<file path="config.mk">
export PLATFORM = sky130hd
export DESIGN_NAME = reg_wr_arbiter
export DESIGN_NICKNAME = d
export VERILOG_FILES = /design/src/rtl/reg_arb_pkg.sv /design/src/rtl/reg_wr_arbiter_rr_pick.sv /design/src/rtl/reg_wr_arbiter.sv
export SDC_FILE = /design/constraint.sdc
export NUM_CORES = 1
export LEC_CHECK = 0
export ABC_AREA = 0
export CAP_MARGIN = 20
export CORE_ASPECT_RATIO = 0.8
export CORE_MARGIN = 1.5
export CORE_UTILIZATION = 35
export CTS_BUF_LIST = sky130_fd_sc_hd__clkbuf_2 sky130_fd_sc_hd__clkbuf_4 sky130_fd_sc_hd__clkbuf_8
export DETAILED_ROUTE_END_ITERATION = 8
export GPL_TIMING_DRIVEN = 0
export PLACE_DENSITY = 0.79
export SYNTH_ARGS = -nofsm -noshare
export SYNTH_HDL_FRONTEND = slang
export SYNTH_SLANG_ARGS = --single-unit
</file>
<file path="constraint.sdc">
create_clock -name clk -period 2.5 [get_ports clk]
set_input_delay 0.25 -clock clk [delete_from_list [all_inputs] [get_ports clk]]
set_output_delay 0.25 -clock clk [all_outputs]
set_load 0.01 [all_outputs]
</file>
<file path="src/rtl/reg_arb_pkg.sv">
// Shared constants and state type for the register-write arbiter.
package reg_arb_pkg;

    localparam int unsigned N_REQ    = 4;
    localparam int unsigned LOCK_MAX = 8;
    localparam int unsigned BURST_W  = $clog2(LOCK_MAX);

    typedef enum logic {
        IDLE,
        WRITE
    } state_e;

endpackage

</file>
<file path="src/rtl/reg_wr_arbiter_rr_pick.sv">
// Round-robin pick: first set req bit searched upward from (ptr+1) mod N_REQ.
import reg_arb_pkg::*;

module rr_pick (
    input  logic [N_REQ-1:0] req,
    input  logic [1:0]       ptr,
    output logic [1:0]       winner,
    output logic             any
);

    always_comb begin
        winner = '0;
        any    = 1'b0;
        for (int i = 1; i <= N_REQ; i++) begin
            if (!any && req[ptr + 2'(i)]) begin
                winner = ptr + 2'(i);
                any    = 1'b1;
            end
        end
    end

endmodule

</file>
<file path="src/rtl/reg_wr_arbiter.sv">
// Round-robin arbiter driving a shared register's write port; all outputs registered.
// Optional burst hold via lock is enabled by defining REG_ARB_LOCK_EN.
import reg_arb_pkg::*;

module reg_wr_arbiter #(
    parameter int unsigned DW = 32
) (
    input  logic                clk,
    input  logic                rst_n,
    input  logic [N_REQ-1:0]    req,
    input  logic [N_REQ-1:0]    lock,
    input  logic [N_REQ*DW-1:0] wd,
    output logic [N_REQ-1:0]    ack,
    output logic                reg_ce,
    output logic [DW-1:0]       reg_d,
    output logic [1:0]          gnt_id,
    output logic                busy
);

    state_e            state_q, state_d;
    logic [1:0]        ptr_q, ptr_d;
    logic [N_REQ-1:0]  ack_q, ack_d;
    logic              reg_ce_q, reg_ce_d;
    logic [DW-1:0]     reg_d_q, reg_d_d;
    logic [1:0]        gnt_id_q, gnt_id_d;
    logic              busy_q, busy_d;
    logic [1:0]        winner;
    logic              any;

    rr_pick u_rr_pick (
        .req    (req),
        .ptr    (ptr_q),
        .winner (winner),
        .any    (any)
    );

`ifdef REG_ARB_LOCK_EN
    logic [BURST_W-1:0] burst_q, burst_d;
    logic               hold;

    assign hold = req[gnt_id_q] & lock[gnt_id_q] & (burst_q < BURST_W'(LOCK_MAX - 1));
`else
    logic unused_lock;
    assign unused_lock = ^lock;
`endif

    always_comb begin
        state_d  = state_q;
        ptr_d    = ptr_q;
        ack_d    = '0;
        reg_ce_d = 1'b0;
        reg_d_d  = reg_d_q;
        gnt_id_d = gnt_id_q;
        busy_d   = 1'b0;
`ifdef REG_ARB_LOCK_EN
        burst_d  = '0;
`endif
        unique case (state_q)
            IDLE: begin
                if (any) begin
                    state_d  = WRITE;
                    ptr_d    = winner;
                    ack_d    = N_REQ'(1) << winner;
                    reg_ce_d = 1'b1;
                    reg_d_d  = wd[int'(winner)*DW +: DW];
                    gnt_id_d = winner;
                    busy_d   = 1'b1;
                end
            end
            WRITE: begin
                state_d = IDLE;
`ifdef REG_ARB_LOCK_EN
                // Locked owner keeps the register; no arbitration until release.
                if (hold) begin
                    state_d  = WRITE;
                    ack_d    = N_REQ'(1) << gnt_id_q;
                    reg_ce_d = 1'b1;
                    reg_d_d  = wd[int'(gnt_id_q)*DW +: DW];
                    busy_d   = 1'b1;
                    burst_d  = burst_q + BURST_W'(1);
                end
`endif
            end
            default: state_d = IDLE;
        endcase
    end

    always_ff @(posedge clk) begin
        if (!rst_n) begin
            state_q  <= IDLE;
            ptr_q    <= 2'd3;
            ack_q    <= '0;
            reg_ce_q <= 1'b0;
            reg_d_q  <= '0;
            gnt_id_q <= '0;
            busy_q   <= 1'b0;
`ifdef REG_ARB_LOCK_EN
            burst_q  <= '0;
`endif
        end else begin
            state_q  <= state_d;
            ptr_q    <= ptr_d;
            ack_q    <= ack_d;
            reg_ce_q <= reg_ce_d;
            reg_d_q  <= reg_d_d;
            gnt_id_q <= gnt_id_d;
            busy_q   <= busy_d;
`ifdef REG_ARB_LOCK_EN
            burst_q  <= burst_d;
`endif
        end
    end

    assign ack    = ack_q;
    assign reg_ce = reg_ce_q;
    assign reg_d  = reg_d_q;
    assign gnt_id = gnt_id_q;
    assign busy   = busy_q;

endmodule
</file>
# After elaboration in Yosys (flattened, before gate mapping)
# Index checks and enable logic that the tools add are counted.
dict set report word_totals {
  out_inout_bits 40
  word_cells 45
  inputBits 138
  ff_bits 42
}
dict set report op_classes {
  addsub 3
  n_lt_le_gt_ge 4
  n_shift 2
  n_mux 18
  n_bitwise 3
  reduce_logical 9
}
# operator count
set op_table {}
lappend op_table {{$shiftx 128x8->32} 1}
lappend op_table {{$lt 2x3->1 const B} 4}
lappend op_table {{$mux 1} 9}
lappend op_table {{$bmux 1 s2} 4}
lappend op_table {{$mux 2} 4}
lappend op_table {{$add 2x2->2 const B} 2}
lappend op_table {{$shl 1x2->4 const A} 1}
lappend op_table {{$logic_and 1x1->1} 3}
lappend op_table {{$logic_not 1->1} 3}
lappend op_table {{$not 1->1} 3}
lappend op_table {{$reduce_or 3->1} 1}
lappend op_table {{$add 2x1->2 const B} 1}
lappend op_table {{$pmux 1 s2} 1}
lappend op_table {{$reduce_and 2->1} 1}
lappend op_table {{$reduce_or 2->1} 1}

# Logic depth before layout (Yosys ltp)
# Gate-level depths: netlist of run 1.
dict set report logic_depth {
  word_depth 15
  ltp_mapped 7
  depth_no_buf 5
}

# Modules after synthesis
# A second synthesis of run 1 with hierarchy kept.
dict set report unflattened {
  cells_unflattened 225
  hier_area_um2 2270.9
}
# mod cells_per_inst seq_area_each_um2 instances area_each_um2
set by_module_without_submodules {}
lappend by_module_without_submodules {reg_wr_arbiter 211 820.8 1 2179.6}
lappend by_module_without_submodules {rr_pick 14 0.0 1 91.3}

# Worst setup path after synthesis of run 1
# Ideal clock, no wire load.
dict set report synth_timing {
  path_type {register to register}
  start {register ptr_q[1]}
  end {register reg_d_q[19] (netlist: reg_d[19])}
  setup_time_ns 0.129
  synth_period_minus_slack_ns 1.720
  setup_slack_ns 0.780
  path_stages_with_launch 8
  n_path_buf 2
  arrival_time_ns 1.590
  path_cell_list {dfxtp_1 -> mux2_4 -> a22oi_2 -> and2_4 -> buf_8 -> buf_8 -> mux2i_1 -> o211ai_2}
}
dict set report synth_between {
  elab_chain_cells 14
  word_cells_on_any_way 27
  cone_classes {add/sub (3); shift (1); mux (16); reduce/logical (7)}
}
# item line
set synth_rtl {}
lappend synth_rtl {{start, declared} reg_wr_arbiter.sv:21} ;# logic [1:0] ptr_q, ptr_d;
lappend synth_rtl {{start signal, assigned} reg_wr_arbiter.sv:102} ;# ptr_q <= ptr_d;
lappend synth_rtl {{$add 2x1->2} {reg_wr_arbiter_rr_pick.sv:15, reg_wr_arbiter_rr_pick.sv:16}}
lappend synth_rtl {{$bmux 1 s2} reg_wr_arbiter_rr_pick.sv:15} ;# if (!any && req[ptr + 2'(i)]) begin
lappend synth_rtl {{$mux 1 (not written as such)} reg_wr_arbiter_rr_pick.sv:15}
lappend synth_rtl {{$mux 1} reg_wr_arbiter_rr_pick.sv:15}
lappend synth_rtl {{$logic_not 1->1} reg_wr_arbiter_rr_pick.sv:15}
lappend synth_rtl {{$logic_and 1x1->1} reg_wr_arbiter_rr_pick.sv:15}
lappend synth_rtl {{$mux 1} reg_wr_arbiter_rr_pick.sv:15}
lappend synth_rtl {{$logic_not 1->1} reg_wr_arbiter_rr_pick.sv:15}
lappend synth_rtl {{$logic_and 1x1->1} reg_wr_arbiter_rr_pick.sv:15}
lappend synth_rtl {{$mux 1} reg_wr_arbiter_rr_pick.sv:15}
lappend synth_rtl {{$logic_not 1->1} reg_wr_arbiter_rr_pick.sv:15}
lappend synth_rtl {{$logic_and 1x1->1} reg_wr_arbiter_rr_pick.sv:15}
lappend synth_rtl {{$mux 2 or $mux 1 (tied branches)} reg_wr_arbiter_rr_pick.sv:15}
lappend synth_rtl {{$shiftx 128x8->32 or $reduce_and 2->1 (tied branches)} n/a}
lappend synth_rtl {{end signal, assigned} reg_wr_arbiter.sv:105} ;# reg_d_q <= reg_d_d;
lappend synth_rtl {{end, declared} reg_wr_arbiter.sv:24} ;# logic [DW-1:0] reg_d_q, reg_d_d;
# Several ways; a longest one is shown, not always the timed one. The select of a mux whose other input is x is not followed.
# A chain may end at the register's enable or synchronous reset.

# Worst setup path in the final report of run 1
dict set report layout_timing {
  start {input port req[1]}
  end {register reg_d_q[11] (netlist: reg_d[11])}
}
dict set report layout_between {
  elab_chain_cells 13
  word_cells_on_any_way 24
  cone_classes {shift (1); mux (16); reduce/logical (7)}
}
# item line
set layout_rtl {}
lappend layout_rtl {{start, declared} reg_wr_arbiter.sv:10} ;# input logic [N_REQ-1:0] req,
lappend layout_rtl {{$bmux 1 s2} reg_wr_arbiter_rr_pick.sv:15}
lappend layout_rtl {{$mux 1 (not written as such)} reg_wr_arbiter_rr_pick.sv:15}
lappend layout_rtl {{$mux 1} reg_wr_arbiter_rr_pick.sv:15}
lappend layout_rtl {{$logic_not 1->1} reg_wr_arbiter_rr_pick.sv:15}
lappend layout_rtl {{$logic_and 1x1->1} reg_wr_arbiter_rr_pick.sv:15}
lappend layout_rtl {{$mux 1} reg_wr_arbiter_rr_pick.sv:15}
lappend layout_rtl {{$logic_not 1->1} reg_wr_arbiter_rr_pick.sv:15}
lappend layout_rtl {{$logic_and 1x1->1} reg_wr_arbiter_rr_pick.sv:15}
lappend layout_rtl {{$mux 1} reg_wr_arbiter_rr_pick.sv:15}
lappend layout_rtl {{$logic_not 1->1} reg_wr_arbiter_rr_pick.sv:15}
lappend layout_rtl {{$logic_and 1x1->1} reg_wr_arbiter_rr_pick.sv:15}
lappend layout_rtl {{$mux 2 or $mux 1 (tied branches)} reg_wr_arbiter_rr_pick.sv:15}
lappend layout_rtl {{$shiftx 128x8->32 or $reduce_and 2->1 (tied branches)} n/a}
# Several ways; a longest one is shown, not always the timed one. The select of a mux whose other input is x is not followed.

==> results.ini, run 1 <==
[clock_tree]
clockBufferDepth = 2
cts_buffers = 5
cts_setup_buffers = 0
insertion_delay_ns = 0.29
hold_buffers = 0
cts-resized-gates = 0
clkTransAtPathRegs_ns = 0.08
tritoncts = done
cts-root-buf = clkbuf_8
htreeDepth = 2
cts.sinks = 41

[worst_setup_path]
regToRegStartpoint = ptr_q[1]
reg2reg_to = reg_d[11]
startpoint = req[1]
critPathMaxStageDelay_ns = 0.48
critPathRequiredTime_ns = 2.68
worst-setup-path-type = in -> reg
critPathLaunchType = input port
crit_fanout = 10
cp-end-kind = flip-flop
path_cells = clkdlybuf4s50_1 > nor2b_1 > o21bai_1 > buf_2 > clkbuf_1 > a21boi_0 > o21ai_1 > o211ai_2
worstPathArrival_ns = 2.20
critPathSlowestCell = clkdlybuf4s50_1
rr_worst_depth = 7
timing.reg2reg.setup_slack_ns = 0.48

[routing]
drc = 0
totalWireLength_mm = 9.10
via_per_inst = 5.19
vias = 2923
first_pass_iters = 4
wl_per_cell_um = 16.2
ant_nets = 0
drtIter0Drc = 41

[sta]
slew_headroom_pct = 72.0
clock_skew_ns = 0.00998
holdWs_ns = 0.442
final.min_clock_period_ns = 2.02
rsz0062_at_grt = false
finalHoldViolCount = 0
tightest_slew_ns = 0.418
tns_ns = 0
period_share_pct = 81.0
setup_viol = 0
max_freq_mhz = 494
slew_viol_final = 0

[synthesis]
ys_warn_count = 0
synth_edf_count = 0
ys_seq_area_share_pct = 31.1
synthTopCellsByArea = dfxtp_1 (31%), o211ai_2 (12%), mux2i_1 (12%)
synth_cell_types = 34
syn-cell-area_um2 = 2640
syn_avg_cell_area_um2 = 8.99
ys.flop_type = dfxtp_1
netlist.top_cell.by_area = dfxtp_1
syn_nets = 431
synthArstFlopShare_pct = 0
synthCells = 293
ys_ff_latch = 41
synth_common_cells = dfxtp_1 (41), nand2_1 (36), and3_1 (32), mux2i_1 (32)
synth_top_cell_area_share_pct = 31.1
synth.most_common_cell = dfxtp_1

[floorplanning]
dieArea_um2 = 8060
initial_core_util_pct = 35.8
rows = 28
die_h_um = 80.6
io-pin-count = 178
die_w_um = 100
core-area_um2 = 7360

[power]
p_total_mw = 2.21
p_per_area_nw_per_um2 = 484
p_leak_nw = 1.93
ir_worst_vdd_mv = 0.197

[hold_path]
holdPathStages = 2
min_path_type = reg -> reg
hp-start = gnt_id[1]
holdPathEnd = gnt_id[1]

[cells_and_area]
drive_gt1_share_pct = 12.9
postLayoutCoreUtil_pct = 62.1
seqCellArea_um2 = 821
nets = 611
syn_to_final_growth_pct = 73.4
diodes = 0
n_fill_cell = 642
multi_input_area_um2 = 1600

[outcome]
status = finished, final reports clean

[global_route]
grt_overflow = 0
grt_max_degree = 12
antenna_found_initial = 0
gr-usage-all-layers_pct = 21.8
grt_pass1_wl_mm = 13.8
grt_pass1_vias = 2784

[placement]
gp_congestion = 0.782
io_buffers = 173
hpwl_mm = 7.23

[flow_run]
cap_violations = 0

worst max path at each step:
| stage | depth (start not counted) | to | slack, ns |
|---|---|---|---|
| floorplan | 7 | reg_d[19] | 0.78 |
| global placement | 7 | reg_d[21] | 0.23 |
| detailed placement | 7 | reg_d[14] | 0.20 |
| CTS | 7 | reg_d[14] | 0.50 |
| global route | 7 | reg_d[11] | 0.23 |
| finish | 8 | reg_d[11] | 0.48 |
area by class of cell:
class | count | share of cell area, %
clock buffers | 7 | 1.97
plain buffers | 28 | 4.30
well taps | 90 | 2.46
inverters | 4 | 0.329
flip-flops and latches | 41 | 18.0
multi-input cells | 220 | 35.1
repair buffers | 173 | 37.9
flip-flops by register name, indices dropped and copies added (netlist names):
signal and count:
reg_d 32, ack 4, gnt_id 2, busy 1
ptr_q 2
through the flow:
stage          setup slack, ns  std cells  area, µm²
6_report                 0.475        563       4570
5_1_grt                  0.232        563       4570
4_1_cts                  0.501        563       4570
3_5_place_dp             0.200        556       4480
3_3_place_gp             0.234        556       4480
2_1_floorplan            0.780        293       2640
routing by layer:
metal  part of all wire (%)  track usage, %  up-vias
met5                      0               0        -
met4                    1.8            6.48        0
met3                    7.5            5.13       14
met2                     48            38.6      131
met1                     43            26.2     1355
li1                       -               -     1423
cells by family after synthesis:
group | synth area share, %
compound gates | 32.2
buf+inv | 8.02
flops | 31.1
mux | 12.7
simple gates | 15.9
worst max-delay path: cells and delay by family:
family,cells,cell delay [ns]
buffers and inverters,3,1.07
AOI/OAI and AO/OA,4,0.70
and+or+nand+nor,1,0.19
placed cells by master (no fill, tap or decap):
cell / netlist / layout
inv_1: 3 / 3
a21boi_4: 1 / 1
inv_2: 1 / 1
a21boi_0: 27 / 27
dfxtp_1: 41 / 41
o21ai_0: 6 / 6
a31oi_1: 1 / 1
nand2b_1: 1 / 1
and3_1: 32 / 32
o211ai_1: 6 / 6
nor3_1: 2 / 2
mux2_4: 1 / 1
nand2_1: 36 / 36
a21o_1: 1 / 1
clkbuf_4: 0 / 1
buf_8: 2 / 2
o21bai_1: 1 / 1
buf_2: 11 / 11
nor2_1: 4 / 4
or4_4: 1 / 1
clkbuf_8: 0 / 6
nand2_2: 2 / 2
mux2i_1: 32 / 32
a21boi_1: 6 / 6
buf_12: 2 / 2
nand3b_1: 1 / 1
clkbuf_1: 8 / 8
a22oi_2: 1 / 1
buf_4: 4 / 4
a21oi_1: 1 / 1
and2_4: 1 / 1
buf_6: 1 / 1
clkdlybuf4s50_1: 0 / 173
o211ai_2: 26 / 26
o21ai_1: 27 / 27
a22oi_1: 1 / 1
nor2b_1: 2 / 2
power breakdown:
group          internal [mW]  switching (mW)  leakage [nW]
Sequential             0.746          0.0504         0.339
Combinational          0.557           0.387          1.54
Clock                  0.231           0.239        0.0477
Total                   1.53           0.676          1.93
Power figures use the tool's default switching activity.
==> run 2: changes to the inputs <==
- clock period: 2.5 -> 2 ns (I/O delays scaled with it)
==> results.ini, run 2 (synthesis results as in run 1) <==
[power]
ir_worst_vdd_mv = 0.247  ; was 0.197 mV
p_per_area_nw_per_um2 = 604  ; was 484 nW/µm²
p_leak_nw = 1.95  ; was 1.93 nW

[cells_and_area]
final_cell_mix = clkdlybuf4s50_1 (173), dfxtp_1 (40), nand2_1 (36)  ; was clkdlybuf4s50_1 (173), dfxtp_1 (41), nand2_1 (36)
n_fill_cell = 637  ; was 642
nets = 611  ; unchanged
seqCellArea_um2 = 822  ; was 821 µm²
drive_gt1_share_pct = 14.6  ; was 12.9%
finalNonFillerCells = 563  ; unchanged
postLayoutCoreUtil_pct = 62.4  ; was 62.1%
syn_to_final_growth_pct = 74.2  ; was 73.4%
fin_area_um2 = 4590  ; was 4570 µm²
diodes = 0  ; unchanged
final_common_cell = clkdlybuf4s50_1  ; unchanged
multi_input_area_um2 = 1610  ; was 1600 µm²
largest_reg_flops = 32  ; unchanged

[floorplanning]
die_h_um = 80.6  ; unchanged
core-area_um2 = 7360  ; unchanged
dieArea_um2 = 8060  ; unchanged
io-pin-count = 178  ; unchanged
die_w_um = 100  ; unchanged
rows = 28  ; unchanged
initial_core_util_pct = 35.8  ; unchanged

[sta]
holdWs_ns = 0.443  ; was 0.442 ns
period_share_pct = 94.0
rsz0062_at_grt = false  ; unchanged
setup_viol = 0  ; unchanged
max_freq_mhz = 532
clock_skew_ns = 0.0114  ; was 0.00998 ns
setup_ws_ns = 0.120  ; was 0.475 ns
final.min_clock_period_ns = 1.88
slew_headroom_pct = 70.6  ; was 72.0%
tightest_slew_ns = 0.439  ; was 0.418 ns
finalHoldViolCount = 0  ; unchanged
slew_viol_final = 0  ; unchanged

[outcome]
status = finished, final reports clean  ; unchanged

[routing]
vias = 2930  ; was 2923
drtIter0Drc = 43  ; was 41
ant_nets = 0  ; unchanged
via_per_inst = 5.20  ; was 5.19
wl_per_cell_um = 16.2  ; about the same
drc = 0  ; unchanged
totalWireLength_mm = 9.11  ; was 9.10 mm
first_pass_iters = 4  ; unchanged

[worst_setup_path]
crit_family = multiplexers  ; was buffers and inverters
cp-end-kind = flip-flop  ; unchanged
cp_common_cell = buf_8
worstPathArrival_ns = 2.05  ; was 2.20 ns
worst-setup-path-type = reg -> reg  ; was in -> reg
crit_fanout = 10  ; unchanged
critPathMaxStageDelay_ns = 0.41  ; was 0.48 ns
path_cells = mux2_4 > a22oi_2 > and2_4 > buf_8 > buf_8 > mux2i_1 > o211ai_2  ; was clkdlybuf4s50_1 > nor2b_1 > o21bai_1 > buf_2 > clkbuf_1 > a21boi_0 > o21ai_1 > o211ai_2
critPathRequiredTime_ns = 2.17  ; was 2.68 ns
critPathSlowestCell = dfxtp_2  ; was clkdlybuf4s50_1
path_buf_inv = 2  ; was 3
critPathLaunchType = flip-flop  ; was input port

[hold_path]
min_path_type = reg -> reg  ; unchanged

[global_route]
grt_pass1_vias = 2784  ; unchanged
antenna_found_initial = 0  ; unchanged
grt_pass1_wl_mm = 13.8  ; unchanged
gr-usage-all-layers_pct = 21.8  ; unchanged
grt_overflow = 0  ; unchanged
grt_max_degree = 12  ; unchanged

[clock_tree]
cts.sinks = 41  ; unchanged
cts_buffers = 5  ; unchanged
clkTransAtPathRegs_ns = 0.09  ; was 0.08 ns
clockBufferDepth = 2  ; unchanged
htreeDepth = 2  ; unchanged
tritoncts = done  ; unchanged
cts-root-buf = clkbuf_8  ; unchanged
insertion_delay_ns = 0.29  ; about the same
hold_buffers = 0  ; unchanged

[placement]
dpl.cell_count = 556  ; unchanged
gp_congestion = 0.782  ; unchanged
dp_worst_setup_slack_ns = -0.250  ; was 0.200 ns
hpwl_mm = 7.23  ; unchanged
io_buffers = 173  ; unchanged
placed_cell_area_um2 = 4480  ; unchanged

[flow_run]
cap_violations = 0  ; unchanged

[run 2: report_power, final]
part | total (mW) | switching (mW) | internal, mW
Combinational | 1.19 | 0.486 | 0.703
Clock | 0.588 | 0.299 | 0.288
Sequential | 0.996 | 0.0629 | 0.933
[run 2: metal layers]
metal	vias to the layer above	track usage (%)	part of all wire, %
li1	1422	-	-
met1	1360	26.2	43
met2	134	38.6	48
met5	-	0	0
met3	14	5.13	7.8
met4	0	6.48	1.8
[run 2: final timing paths]
check	slack [ns]	startpoint	depth (start not counted)	endpoint
hold / removal	0.44	gnt_id[1]	2	gnt_id[1]
setup / recovery	0.12	ptr_q[1]	7	reg_d[20]
setup reg to reg	0.12	ptr_q[1]	7	reg_d[20]
hold reg to reg	0.44	gnt_id[1]	2	gnt_id[1]
[run 2: final cells by class]
| cell class | instances | share of cell area [%] |
|---|---|---|
| timing repair buffer | 173 | 37.7 |
| multi-input combinational | 220 | 35.0 |
| sequential | 41 | 17.9 |
| buffer | 28 | 4.58 |
| tap | 90 | 2.45 |
| clock buffer | 7 | 1.96 |
| inverter | 4 | 0.327 |
[run 2: per-stage QoR]
step | total power [mW] | TNS [ns]
after floorplan | 1.59 | 0
after global placement | 2.17 | -6.01
after detailed placement | 2.20 | -7.24
after CTS | 2.78 | 0
after global routing | 2.92 | 0
final | 2.77 | 0
[run 2: what timing repair did]
action                     in CTS  in global routing
hold endpoints to repair        0                  0
setup endpoints to repair       0                 30
gates resized for setup         0                 17
buffers inserted                0                  0
[run 2: worst reg2reg max path: stages, from the launching register on]
cell	delay [ns]
dfxtp_2	0.41
mux2_4	0.32
a22oi_2	0.17
and2_4	0.18
buf_8	0.16
buf_8	0.16
mux2i_1	0.26
o211ai_2	0.09
